File: config.mk
export PLATFORM = sky130hd
export DESIGN_NAME = ov7670_sccb_config
export DESIGN_NICKNAME = d
export VERILOG_FILES = /design/src/rtl/ov7670_cfg_pkg.sv /design/src/rtl/sccb_write_master.sv /design/src/rtl/ov7670_sccb_config.sv
export SDC_FILE = /design/constraint.sdc
export NUM_CORES = 1
export LEC_CHECK = 0
export CAP_MARGIN = 20
export CORE_MARGIN = 8
export CORE_UTILIZATION = 65
export DETAILED_ROUTE_END_ITERATION = 8
export PLACE_DENSITY = 0.82
export SYNTH_ARGS = -nofsm -noshare
export SYNTH_HDL_FRONTEND = slang
export SYNTH_SLANG_ARGS = --single-unit
File: constraint.sdc
create_clock -name clk -period 68.3 [get_ports clk]
set_input_delay 13.66 -clock clk [delete_from_list [all_inputs] [get_ports clk]]
set_output_delay 13.66 -clock clk [all_outputs]
set_load 0.005 [all_outputs]
File: src/rtl/ov7670_cfg_pkg.sv
// Shared types, constants and the power-up register table for the OV7670 SCCB configurator.
package ov7670_cfg_pkg;

    typedef enum logic [2:0] {
        S_IDLE,
        S_CAMRST,
        S_PWRWAIT,
        S_FETCH,
        S_DELAY,
        S_XFER,
        S_GAP,
        S_DONE
    } cfg_state_e;

    localparam logic [15:0] CFG_DELAY = 16'hFFF0;
    localparam logic [15:0] CFG_END   = 16'hFFFF;

    localparam logic [7:0] REG_COM7   = 8'h12;
    localparam logic [7:0] REG_RGB444 = 8'h8C;
    localparam logic [7:0] REG_COM15  = 8'h40;

    // Soft reset, settle, then RGB444 output (xRGB / GGGGBBBB bytes).
    function automatic logic [15:0] cfg_table(input logic [7:0] idx);
        case (idx)
            8'd0:    return {REG_COM7, 8'h80};
            8'd1:    return CFG_DELAY;
            8'd2:    return {REG_COM7, 8'h04};
            8'd3:    return {REG_RGB444, 8'h02};
            8'd4:    return {REG_COM15, 8'hD0};
            default: return CFG_END;
        endcase
    endfunction

endpackage

File: src/rtl/sccb_write_master.sv
// One 3-byte SCCB write (START, 27 bits, STOP) paced by a quarter-bit tick.
// Optional SCCB_ACK_CHECK_EN samples SIOD on each 9th bit and aborts with STOP on NACK.
module sccb_write_master #(
    parameter int Q = 125
) (
    input  logic        clk,
    input  logic        rst_n,
    input  logic        go,
    input  logic [23:0] word,
    input  logic        siod_in,
    output logic        sioc,
    output logic        siod_oe,
    output logic        ready,
    output logic        nack
);

    localparam logic [6:0] LAST_Q = 7'd119;
    localparam logic [6:0] STOP_Q = 7'd112;

    logic        busy_q, busy_d;
    logic [15:0] tcnt_q, tcnt_d;
    logic [6:0]  qidx_q, qidx_d, qidx_nxt;
    logic [23:0] word_q, word_d;
    logic        nack_q, nack_d;
    logic        sioc_q, sioc_d;
    logic        oe_q, oe_d;
    logic        tick;

    // Quarter k of the 120-quarter frame -> {sioc, siod_oe}.
    function automatic logic [1:0] quarter_out(input logic [6:0] k, input logic [23:0] w);
        int          kk, b, p, byi, bp;
        logic [23:0] sh;
        logic [1:0]  r;
        kk = int'(k);
        r  = 2'b10;
        if (kk == 3) begin
            r = 2'b11;
        end else if (kk >= 4 && kk < 112) begin
            b    = (kk - 4) / 4;
            p    = (kk - 4) % 4;
            byi  = b / 9;
            bp   = b % 9;
            sh   = w << (byi * 8 + bp);
            r[1] = (p >= 2);
            r[0] = (bp == 8) ? 1'b0 : ~sh[23];
        end else if (kk >= 112 && kk < 114) begin
            r = 2'b01;
        end else if (kk == 114) begin
            r = 2'b11;
        end
        return r;
    endfunction

`ifdef SCCB_ACK_CHECK_EN
    function automatic logic is_ack_sample(input logic [6:0] k);
        int kk;
        kk = int'(k) - 4;
        return (kk >= 0) && (kk < 108) && (kk % 4 == 3) && ((kk / 4) % 9 == 8);
    endfunction
`else
    logic unused_siod;
    assign unused_siod = siod_in;
`endif

    assign tick = busy_q && (tcnt_q == 16'(Q - 1));

    always_comb begin
        busy_d   = busy_q;
        tcnt_d   = tcnt_q;
        qidx_d   = qidx_q;
        qidx_nxt = qidx_q + 7'd1;
        word_d   = word_q;
        nack_d   = nack_q;
        sioc_d   = sioc_q;
        oe_d     = oe_q;
        if (!busy_q) begin
            if (go) begin
                busy_d           = 1'b1;
                tcnt_d           = '0;
                qidx_d           = '0;
                word_d           = word;
                nack_d           = 1'b0;
                {sioc_d, oe_d}   = quarter_out(7'd0, word);
            end
        end else if (tick) begin
            tcnt_d = '0;
            if (qidx_q == LAST_Q) begin
                busy_d = 1'b0;
                sioc_d = 1'b1;
                oe_d   = 1'b0;
            end else begin
`ifdef SCCB_ACK_CHECK_EN
                if (is_ack_sample(qidx_q) && siod_in) begin
                    nack_d   = 1'b1;
                    qidx_nxt = STOP_Q;
                end
`endif
                qidx_d         = qidx_nxt;
                {sioc_d, oe_d} = quarter_out(qidx_nxt, word_q);
            end
        end else begin
            tcnt_d = tcnt_q + 16'd1;
        end
    end

    always_ff @(posedge clk or negedge rst_n) begin
        if (!rst_n) begin
            busy_q <= 1'b0;
            tcnt_q <= '0;
            qidx_q <= '0;
            word_q <= '0;
            nack_q <= 1'b0;
            sioc_q <= 1'b1;
            oe_q   <= 1'b0;
        end else begin
            busy_q <= busy_d;
            tcnt_q <= tcnt_d;
            qidx_q <= qidx_d;
            word_q <= word_d;
            nack_q <= nack_d;
            sioc_q <= sioc_d;
            oe_q   <= oe_d;
        end
    end

    assign sioc    = sioc_q;
    assign siod_oe = oe_q;
    assign ready   = ~busy_q;
    assign nack    = nack_q;

endmodule

File: src/rtl/ov7670_sccb_config.sv
// OV7670 power-up sequencer: camera reset pulse, then table walk over SCCB.
// Define SCCB_ACK_CHECK_EN to abort the run with err on a NACK.
module ov7670_sccb_config
    import ov7670_cfg_pkg::*;
#(
    parameter int         CLK_HZ       = 50_000_000,
    parameter int         SCCB_HZ      = 100_000,
    parameter logic [7:0] DEV_ADDR     = 8'h42,
    parameter int         RST_CYCLES   = 50_000,
    parameter int         DELAY_CYCLES = 500_000
) (
    input  logic       clk,
    input  logic       rst_n,
    input  logic       start,
    output logic       busy,
    output logic       done,
    output logic       err,
    output logic       sioc,
    output logic       siod_oe,
    input  logic       siod_in,
    output logic       cam_rst_n,
    output logic       cam_pwdn,
    output logic [7:0] index
);

    localparam int Q          = CLK_HZ / (4 * SCCB_HZ);
    localparam int GAP_CYCLES = 4 * Q;

    cfg_state_e  state_q, state_d;
    logic [31:0] cnt_q, cnt_d;
    logic [7:0]  index_q, index_d;
    logic [15:0] entry_q;
    logic        busy_q, busy_d, done_q, done_d, err_q, err_d;
    logic        go, m_ready, m_nack;
    logic [23:0] word;

    always_comb begin
        state_d = state_q;
        cnt_d   = cnt_q;
        index_d = index_q;
        busy_d  = busy_q;
        done_d  = done_q;
        err_d   = err_q;
        go      = 1'b0;
        word    = {DEV_ADDR, entry_q};
        unique case (state_q)
            S_IDLE, S_DONE: begin
                if (start) begin
                    done_d  = 1'b0;
                    err_d   = 1'b0;
                    busy_d  = 1'b1;
                    cnt_d   = '0;
                    state_d = S_CAMRST;
                end
            end
            S_CAMRST: begin
                if (cnt_q == 32'(RST_CYCLES - 1)) begin
                    cnt_d   = '0;
                    state_d = S_PWRWAIT;
                end else begin
                    cnt_d = cnt_q + 32'd1;
                end
            end
            S_PWRWAIT: begin
                if (cnt_q == 32'(RST_CYCLES - 1)) begin
                    cnt_d   = '0;
                    index_d = '0;
                    state_d = S_FETCH;
                end else begin
                    cnt_d = cnt_q + 32'd1;
                end
            end
            S_FETCH: begin
                // Entry 255 is never executed: a table without an end marker stops there.
                if (entry_q == CFG_END || index_q == 8'hFF) begin
                    busy_d  = 1'b0;
                    done_d  = 1'b1;
                    state_d = S_DONE;
                end else if (entry_q == CFG_DELAY) begin
                    cnt_d   = '0;
                    state_d = S_DELAY;
                end else begin
                    go      = 1'b1;
                    state_d = S_XFER;
                end
            end
            S_DELAY: begin
                if (cnt_q == 32'(DELAY_CYCLES - 1)) begin
                    cnt_d   = '0;
                    index_d = index_q + 8'd1;
                    state_d = S_FETCH;
                end else begin
                    cnt_d = cnt_q + 32'd1;
                end
            end
            S_XFER: begin
                if (m_ready) begin
                    if (m_nack) begin
                        err_d   = 1'b1;
                        busy_d  = 1'b0;
                        state_d = S_IDLE;
                    end else begin
                        index_d = index_q + 8'd1;
                        cnt_d   = '0;
                        state_d = S_GAP;
                    end
                end
            end
            S_GAP: begin
                if (cnt_q == 32'(GAP_CYCLES - 1)) begin
                    cnt_d   = '0;
                    state_d = S_FETCH;
                end else begin
                    cnt_d = cnt_q + 32'd1;
                end
            end
            default: state_d = S_IDLE;
        endcase
    end

    // Table lookup follows index_d so FETCH sees the entry for the index it just entered with.
    always_ff @(posedge clk or negedge rst_n) begin
        if (!rst_n) begin
            state_q <= S_IDLE;
            cnt_q   <= '0;
            index_q <= '0;
            entry_q <= '0;
            busy_q  <= 1'b0;
            done_q  <= 1'b0;
            err_q   <= 1'b0;
        end else begin
            state_q <= state_d;
            cnt_q   <= cnt_d;
            index_q <= index_d;
            entry_q <= cfg_table(index_d);
            busy_q  <= busy_d;
            done_q  <= done_d;
            err_q   <= err_d;
        end
    end

    sccb_write_master #(.Q(Q)) u_master (
        .clk     (clk),
        .rst_n   (rst_n),
        .go      (go),
        .word    (word),
        .siod_in (siod_in),
        .sioc    (sioc),
        .siod_oe (siod_oe),
        .ready   (m_ready),
        .nack    (m_nack)
    );

    assign busy      = busy_q;
    assign done      = done_q;
    assign err       = err_q;
    assign index     = index_q;
    assign cam_rst_n = (state_q != S_CAMRST);
    assign cam_pwdn  = 1'b0;

endmodule

==> flow_summary.json, run 1 <==
{
  "status": "completed",
  "place.gp.congestion": 0.959,
  "ys_seq_area_share_pct": 16.1,
  "final_nets": 1863,
  "finalSetupViolations": 0,
  "p_seq_share_pct": 49.6,
  "cts_max_path_buffers": 2,
  "die_h_um": 161,
  "hold_violations": 0,
  "drt_wl_total_mm": 37.2,
  "met1_length_mm": 15.9,
  "ir_drop_uv": 16.5,
  "fin_crit_sh_pct": 44.7,
  "netlist_instances": 1847,
  "cp_slowest_cell": "o221ai_1",
  "finalInstanceArea_um2": 14200,
  "wl_met3_mm": 2.06,
  "synth_flop_cell": "dfrtp_1",
  "async_flop_share_pct": 100,
  "portBuffers": 15,
  "holdBufCountCts": 0,
  "diodes": 0,
  "power.density_nw_per_um2": 7.39,
  "path_class": "register to register",
  "muxShareOfSynthArea_pct": 2.76,
  "grt_pass1_wl_mm": 62.4,
  "clock.fmax_mhz": 32.7,
  "yosysMostFrequentCell": "nand2_1",
  "vias": 14700,
  "yosys.area_share.adder_pct": 5.59,
  "min_path_type": "register to register",
  "highest_layer": "met4",
  "track_usage_pct": 27.3,
  "grt_pass1_vias": 13400,
  "rsz0062_at_grt": "no",
  "drv_cap": 0,
  "yosys_warnings": 0,
  "end_kind": "register",
  "synth-compound-area-share_pct": 36.5,
  "rows": 53,
  "fillers": 1792,
  "path_max_fanout": 17,
  "ys_ff_latch": 88,
  "internal_power_mw": 0.0829,
  "multi_input_area_um2": 11000,
  "dr.pass1.iters": 6,
  "path_buf_inv": 4,
  "critical_path.top_delay_family": "compound AO/OA/AOI/OAI gates",
  "net-switching-power_mw": 0.0222,
  "die_x_um": 161,
  "cts_resized": 0,
  "worstMarginPinSlew_ns": 1.07,
  "clk_pin_slew_ns": 0.07,
  "synth_top_area_share_pct": 15.9,
  "die-area_um2": 26000,
  "wl_met2_mm": 18.4,
  "drtIter0Drc": 1548,
  "io_pins": 19,
  "clock_latency_ns": 0.34,
  "coreArea_um2": 20900,
  "syn2layout_area_growth_pct": 3.70,
  "critPathMaxStageDelay_ns": 0.83,
  "clock_tree.root_cell": "clkbuf_16",
  "antenna_left": 0,
  "place.detailed.hpwl_mm": 28.4,
  "clkPwrFrac_pct": 49.3,
  "start_kind": "register",
  "ys_top_cells_by_count": "179 x nand2_1, 142 x o21ai_0, 139 x nor2_1",
  "worst_ep_required_time_ns": 68.50,
  "syn_area_per_cell_um2": 7.42,
  "combPwrFrac_pct": 1.1,
  "synth_edf_count": 0,
  "numCtsBuffers": 9,
  "p_leak_nw": 6.06,
  "start_util_pct": 65.6,
  "arrival_ns": 30.74,
  "vias_per_cell": 7.08,
  "wl_per_cell_um": 17.9,
  "drt_drc_violations_left": 0,
  "finalCriticalPeriod_ns": 30.54,
  "synth_top_family_by_area": "compound AO/OA/AOI/OAI gates",
  "final-seq-area_um2": 2200,
  "drive_above_1_share_pct": 7.31,
  "synth-xor-area-share_pct": 7.82,
  "fin_setup_tns_ns": 0,
  "fin_skew_ns": 0.0139,
  "gr-total-overflow": 0,
  "cts_setup_buffers": 0,
  "grt_max_degree": 70,
  "ctsHtreeMaxLevel": 3,
  "drv_slew": 0,
  "yosys.area.top_type": "dfrtp_1",
  "timing.slew.headroom_pct": 28.6,
  "clock_sinks": 88,
  "antenna_found_initial": 0,
  "synth.cell_area_um2": 13700,
  "synthTopCellsByArea": "dfrtp_1 16%, ha_1 5.3%, o21ai_0 5.2%, xnor2_1 4.9%, nand2_1 4.9%",
  "synth.distinct_cells": 123,
  "swShare_pct": 21.1,
  "placed_area_um2": 13900,
  "cts_tree": "yes",
  "synth-simple-area-share_pct": 27.3
}
## per-layer routing
metal  track usage, %  vias up
met5                0        -
met4             8.71        0
met3             2.32       72
met2             48.3      569
met1             34.6     7059
li1                 -     7025
## state kept, by name (all words and copies together), names as in the netlist
| register | cells |
|---|---|
| entry_q | 8 |
| u_master.sioc | 1 |
| index | 8 |
| u_master.busy_q | 1 |
| u_master.siod_oe | 1 |
| u_master.word_q | 9 |
| u_master.qidx_q | 7 |
| done | 1 |
| state_q | 3 |
| cnt_q | 32 |
| u_master.tcnt_q | 16 |
| busy | 1 |
## final timing paths
path | from | to | slack (ns) | depth (start not counted)
worst max register to register | u_master.qidx_q[0] | u_master.siod_oe | 37.76 | 116
min in group asynchronous | rst_n | cnt_q[0] | 13.19 | 1
max in group asynchronous | rst_n | index[3] | 53.97 | 2
worst min register to register | u_master.tcnt_q[5] | u_master.tcnt_q[5] | 0.48 | 1
worst max-delay path | u_master.qidx_q[0] | u_master.siod_oe | 37.76 | 116
worst min-delay path | u_master.tcnt_q[5] | u_master.tcnt_q[5] | 0.48 | 1
## cells by family after synthesis
kind of cell | after synthesis
DFF | 88
xor gates and xnor gates | 119
buffers and inverters | 129
and+or+nand+nor | 721
adders and majority gates | 61
other | 1
AOI/OAI and AO/OA | 694
muxes | 34
## worst register-to-register path: cells and delay by family, from the launching register on
family                   cells  cell delay (ns)
flip-flops                   1             0.49
adder cells (fa/ha/maj)      9             2.92
AO/OA/AOI/OAI               56            16.08
multiplexers                 3             0.89
AND/OR/NAND/NOR             39             7.82
buffers and inverters        4             0.60
XOR/XNOR                     5             1.59
## cell usage in the layout (no fill, tap or decap), types with 15 or more instances in the layout
cell type,count
nand4_1,41
xnor2_1,77
dfrtp_1,87
a21o_1,40
nand2_1,179
a31oi_1,31
o21ai_1,28
o31ai_1,29
nor3_1,46
inv_1,45
and3_1,27
nor2b_1,17
mux2i_1,15
a211oi_1,17
or3_1,27
ha_1,57
nor4_1,35
and2_1,32
o211ai_1,31
nand3_1,73
xor2_1,39
a21oi_1,107
nand2b_1,36
mux2_2,17
o21ai_0,142
nor2_1,139
o21a_1,33
## through the flow
step                      power, mW  cells  hold slack [ns]  utilization [%]  setup slack (ns)
final                         0.105   2080            0.484             68.1             37.76
after global routing          0.108   2080            0.512             68.1             35.25
after CTS                     0.106   2080            0.487             68.1             38.47
after detailed placement     0.0543   2064            0.476             66.6             38.56
after global placement       0.0543   2064            0.460             66.6             39.08
after floorplan              0.0532   1848            0.446                -             43.46
## power groups by stage
stage	logic (mW)	registers, mW	clock network (mW)
2_1_floorplan	0.000121	0.0531	0
3_3_place_gp	0.00124	0.0531	0
6_report	0.00116	0.0521	0.0518
5_1_grt	0.00141	0.0521	0.0542
4_1_cts	0.00124	0.0521	0.0528
3_5_place_dp	0.00124	0.0531	0
## final cells by class
type,count,area share (%)
inverter,48,1.27
clock buffer,11,1.78
sequential,88,15.5
tap,275,2.42
clock inverter,5,0.449
timing repair buffer,22,1.41
multi-input combinational,1631,77.2
Note: power is estimated with default switching activity, not from simulation.
==> run 2: changes to the inputs <==
- clock period: 68.3 -> 31.7 ns (I/O delays scaled with it)
==> run 2 against run 1 <==
Routed wire length rose by 2.2%. Maximum frequency increased by 3.2%. Clock skew fell by 0.0070 ns. Combinational power rose by 120%. Largest power group unchanged. Global-route usage up 0.28 points. Worst setup slack lost 36 ns. Die area stayed put. Critical path depth rose by 3. Sequential share of layout area down 0.090 points. Sequential power increased by 110%. Power increased by 110%.
==> flow_summary.json, run 2 (same netlist as run 1, synthesis figures left out) <==
{
  "worst_ep_required_time_ns": 31.90,
  "antenna_left": 0,
  "r2r_setup_slack_ns": 2.10,
  "gr-total-overflow": 0,
  "internal_power_mw": 0.169,
  "finalSetupViolations": 0,
  "die-area_um2": 26000,
  "layout_common_cells": "179 x nand2_1, 142 x o21ai_0, 139 x nor2_1, 107 x a21oi_1, 87 x dfrtp_1",
  "layout_commonest_cell": "nand2_1",
  "net-switching-power_mw": 0.0496,
  "vias_per_cell": 7.11,
  "dr.pass1.iters": 7,
  "vias": 14800,
  "final_nets": 1869,
  "reg_top3": "cnt_q: 32 flops, u_master.tcnt_q: 16 flops, u_master.word_q: 9 flops",
  "io_pins": 19,
  "largest_reg_flops": 32,
  "holdWs_ns": 0.494,
  "clk_pin_slew_ns": 0.07,
  "drv_cap": 0,
  "grt_max_degree": 63,
  "p_leak_nw": 6.10,
  "r2r_cells": 119,
  "whs_path_depth": 1,
  "multi_input_area_um2": 11000,
  "r2r_start": "u_master.qidx_q[0]",
  "start_kind": "register",
  "finalCriticalPeriod_ns": 29.60,
  "die_h_um": 161,
  "critPathMaxStageDelay_ns": 0.59,
  "arrival_ns": 29.81,
  "holdBufCountCts": 0,
  "numCtsBuffers": 9,
  "cts_tree": "yes",
  "power.density_nw_per_um2": 15.3,
  "portBuffers": 15,
  "coreArea_um2": 20900,
  "r2r_end": "u_master.siod_oe",
  "swShare_pct": 22.7,
  "clock_tree.root_cell": "clkbuf_16",
  "drv_slew": 0,
  "path_max_fanout": 17,
  "ctsHtreeMaxLevel": 3,
  "fin_skew_ns": 0.00696,
  "ir_drop_uv": 35.9,
  "setup_ws_ns": 2.10,
  "clock_sinks": 88,
  "die_x_um": 161,
  "clock.fmax_mhz": 33.8,
  "fin_crit_sh_pct": 93.4,
  "antenna_found_initial": 0,
  "placed_area_um2": 13900,
  "finalInstanceArea_um2": 14300,
  "place.detailed.hpwl_mm": 28.4,
  "drive_above_1_share_pct": 8.23,
  "min_path_type": "register to register",
  "rows": 53,
  "status": "completed",
  "wl_per_cell_um": 18.2,
  "cp-startpoint": "u_master.qidx_q[0]",
  "drtIter0Drc": 1289,
  "p_seq_share_pct": 51.3,
  "start_util_pct": 65.6,
  "cp_slowest_cell": "o32ai_1",
  "critical_path.endpoint": "u_master.siod_oe",
  "grt_pass1_vias": 13400,
  "fillers": 1774,
  "final-seq-area_um2": 2200,
  "cts_max_path_buffers": 2,
  "hold_violations": 0,
  "place.gp.congestion": 0.945,
  "path_class": "register to register",
  "regMostFlops": "cnt_q",
  "drt_wl_total_mm": 38.0,
  "end_kind": "register",
  "timing.slew.headroom_pct": 33.4,
  "drt_drc_violations_left": 0,
  "worstMarginPinSlew_ns": 0.992,
  "diodes": 0,
  "grt_pass1_wl_mm": 62.9,
  "combPwrFrac_pct": 1.1,
  "syn2layout_area_growth_pct": 4.31,
  "place_ws_ns": 1.79,
  "clkPwrFrac_pct": 47.5,
  "clock_latency_ns": 0.34,
  "track_usage_pct": 27.6
}
[run 2: worst min path at each step]
| stage | start | endpoint | slack, ns |
|---|---|---|---|
| 2_1_floorplan | u_master.word_q[17] | u_master.word_q[17] | 0.45 |
| 3_3_place_gp | u_master.tcnt_q[5] | u_master.tcnt_q[5] | 0.46 |
| 3_5_place_dp | u_master.word_q[17] | u_master.word_q[17] | 0.47 |
| 4_1_cts | u_master.tcnt_q[4] | u_master.tcnt_q[4] | 0.49 |
| 5_1_grt | u_master.tcnt_q[4] | u_master.tcnt_q[4] | 0.51 |
| 6_report | u_master.tcnt_q[4] | u_master.tcnt_q[4] | 0.49 |
[run 2: critical path, delay by kind of cell (launching register included)]
family          cells  cell delay (ns)
flops               1             0.47
fa+ha+maj           9             2.73
buf+inv             6             0.94
simple gates       41             9.30
compound gates     55            13.28
xor+xnor            4             1.36
mux                 4             1.34
[run 2: what timing repair did]
action,in CTS,in global routing
endpoints found under the setup margin,0,1
gates resized for setup,0,12
hold endpoints to repair,0,0
buffers inserted,0,5
[run 2: per-stage QoR]
stage	util (%)	setup TNS, ns	total power [mW]	std cells
detailed placement	66.6	0	0.117	2064
finish	68.5	0	0.219	2086
global route	68.5	-0.0169	0.224	2086
CTS	67.9	0	0.220	2080
global placement	66.6	0	0.117	2064
floorplan	-	0	0.115	1848
[run 2: power by group through the flow]
stage	Combinational, mW	Clock (mW)	Sequential [mW]
3_5_place_dp	0.00270	0	0.114
5_1_grt	0.00306	0.109	0.112
4_1_cts	0.00269	0.105	0.112
6_report	0.00251	0.104	0.112
2_1_floorplan	0.000256	0	0.114
3_3_place_gp	0.00267	0	0.114
[run 2: final cells by class]
| class | instances | share of cell area, % |
|---|---|---|
| inverters | 48 | 1.26 |
| flip-flops and latches | 88 | 15.4 |
| repair buffers | 28 | 1.71 |
| multi-input cells | 1631 | 77.2 |
| clock inverters | 6 | 0.359 |
| clock buffers | 10 | 1.67 |
| well taps | 275 | 2.41 |
[run 2: metal layers]
| metal | GRT usage [%] | wire [um] |
|---|---|---|
| met1 | 35.4 | 16400 |
| met3 | 2.39 | 2090 |
| met4 | 10.4 | 1130 |
| met5 | 0 | 0 |
| met2 | 47.5 | 18400 |
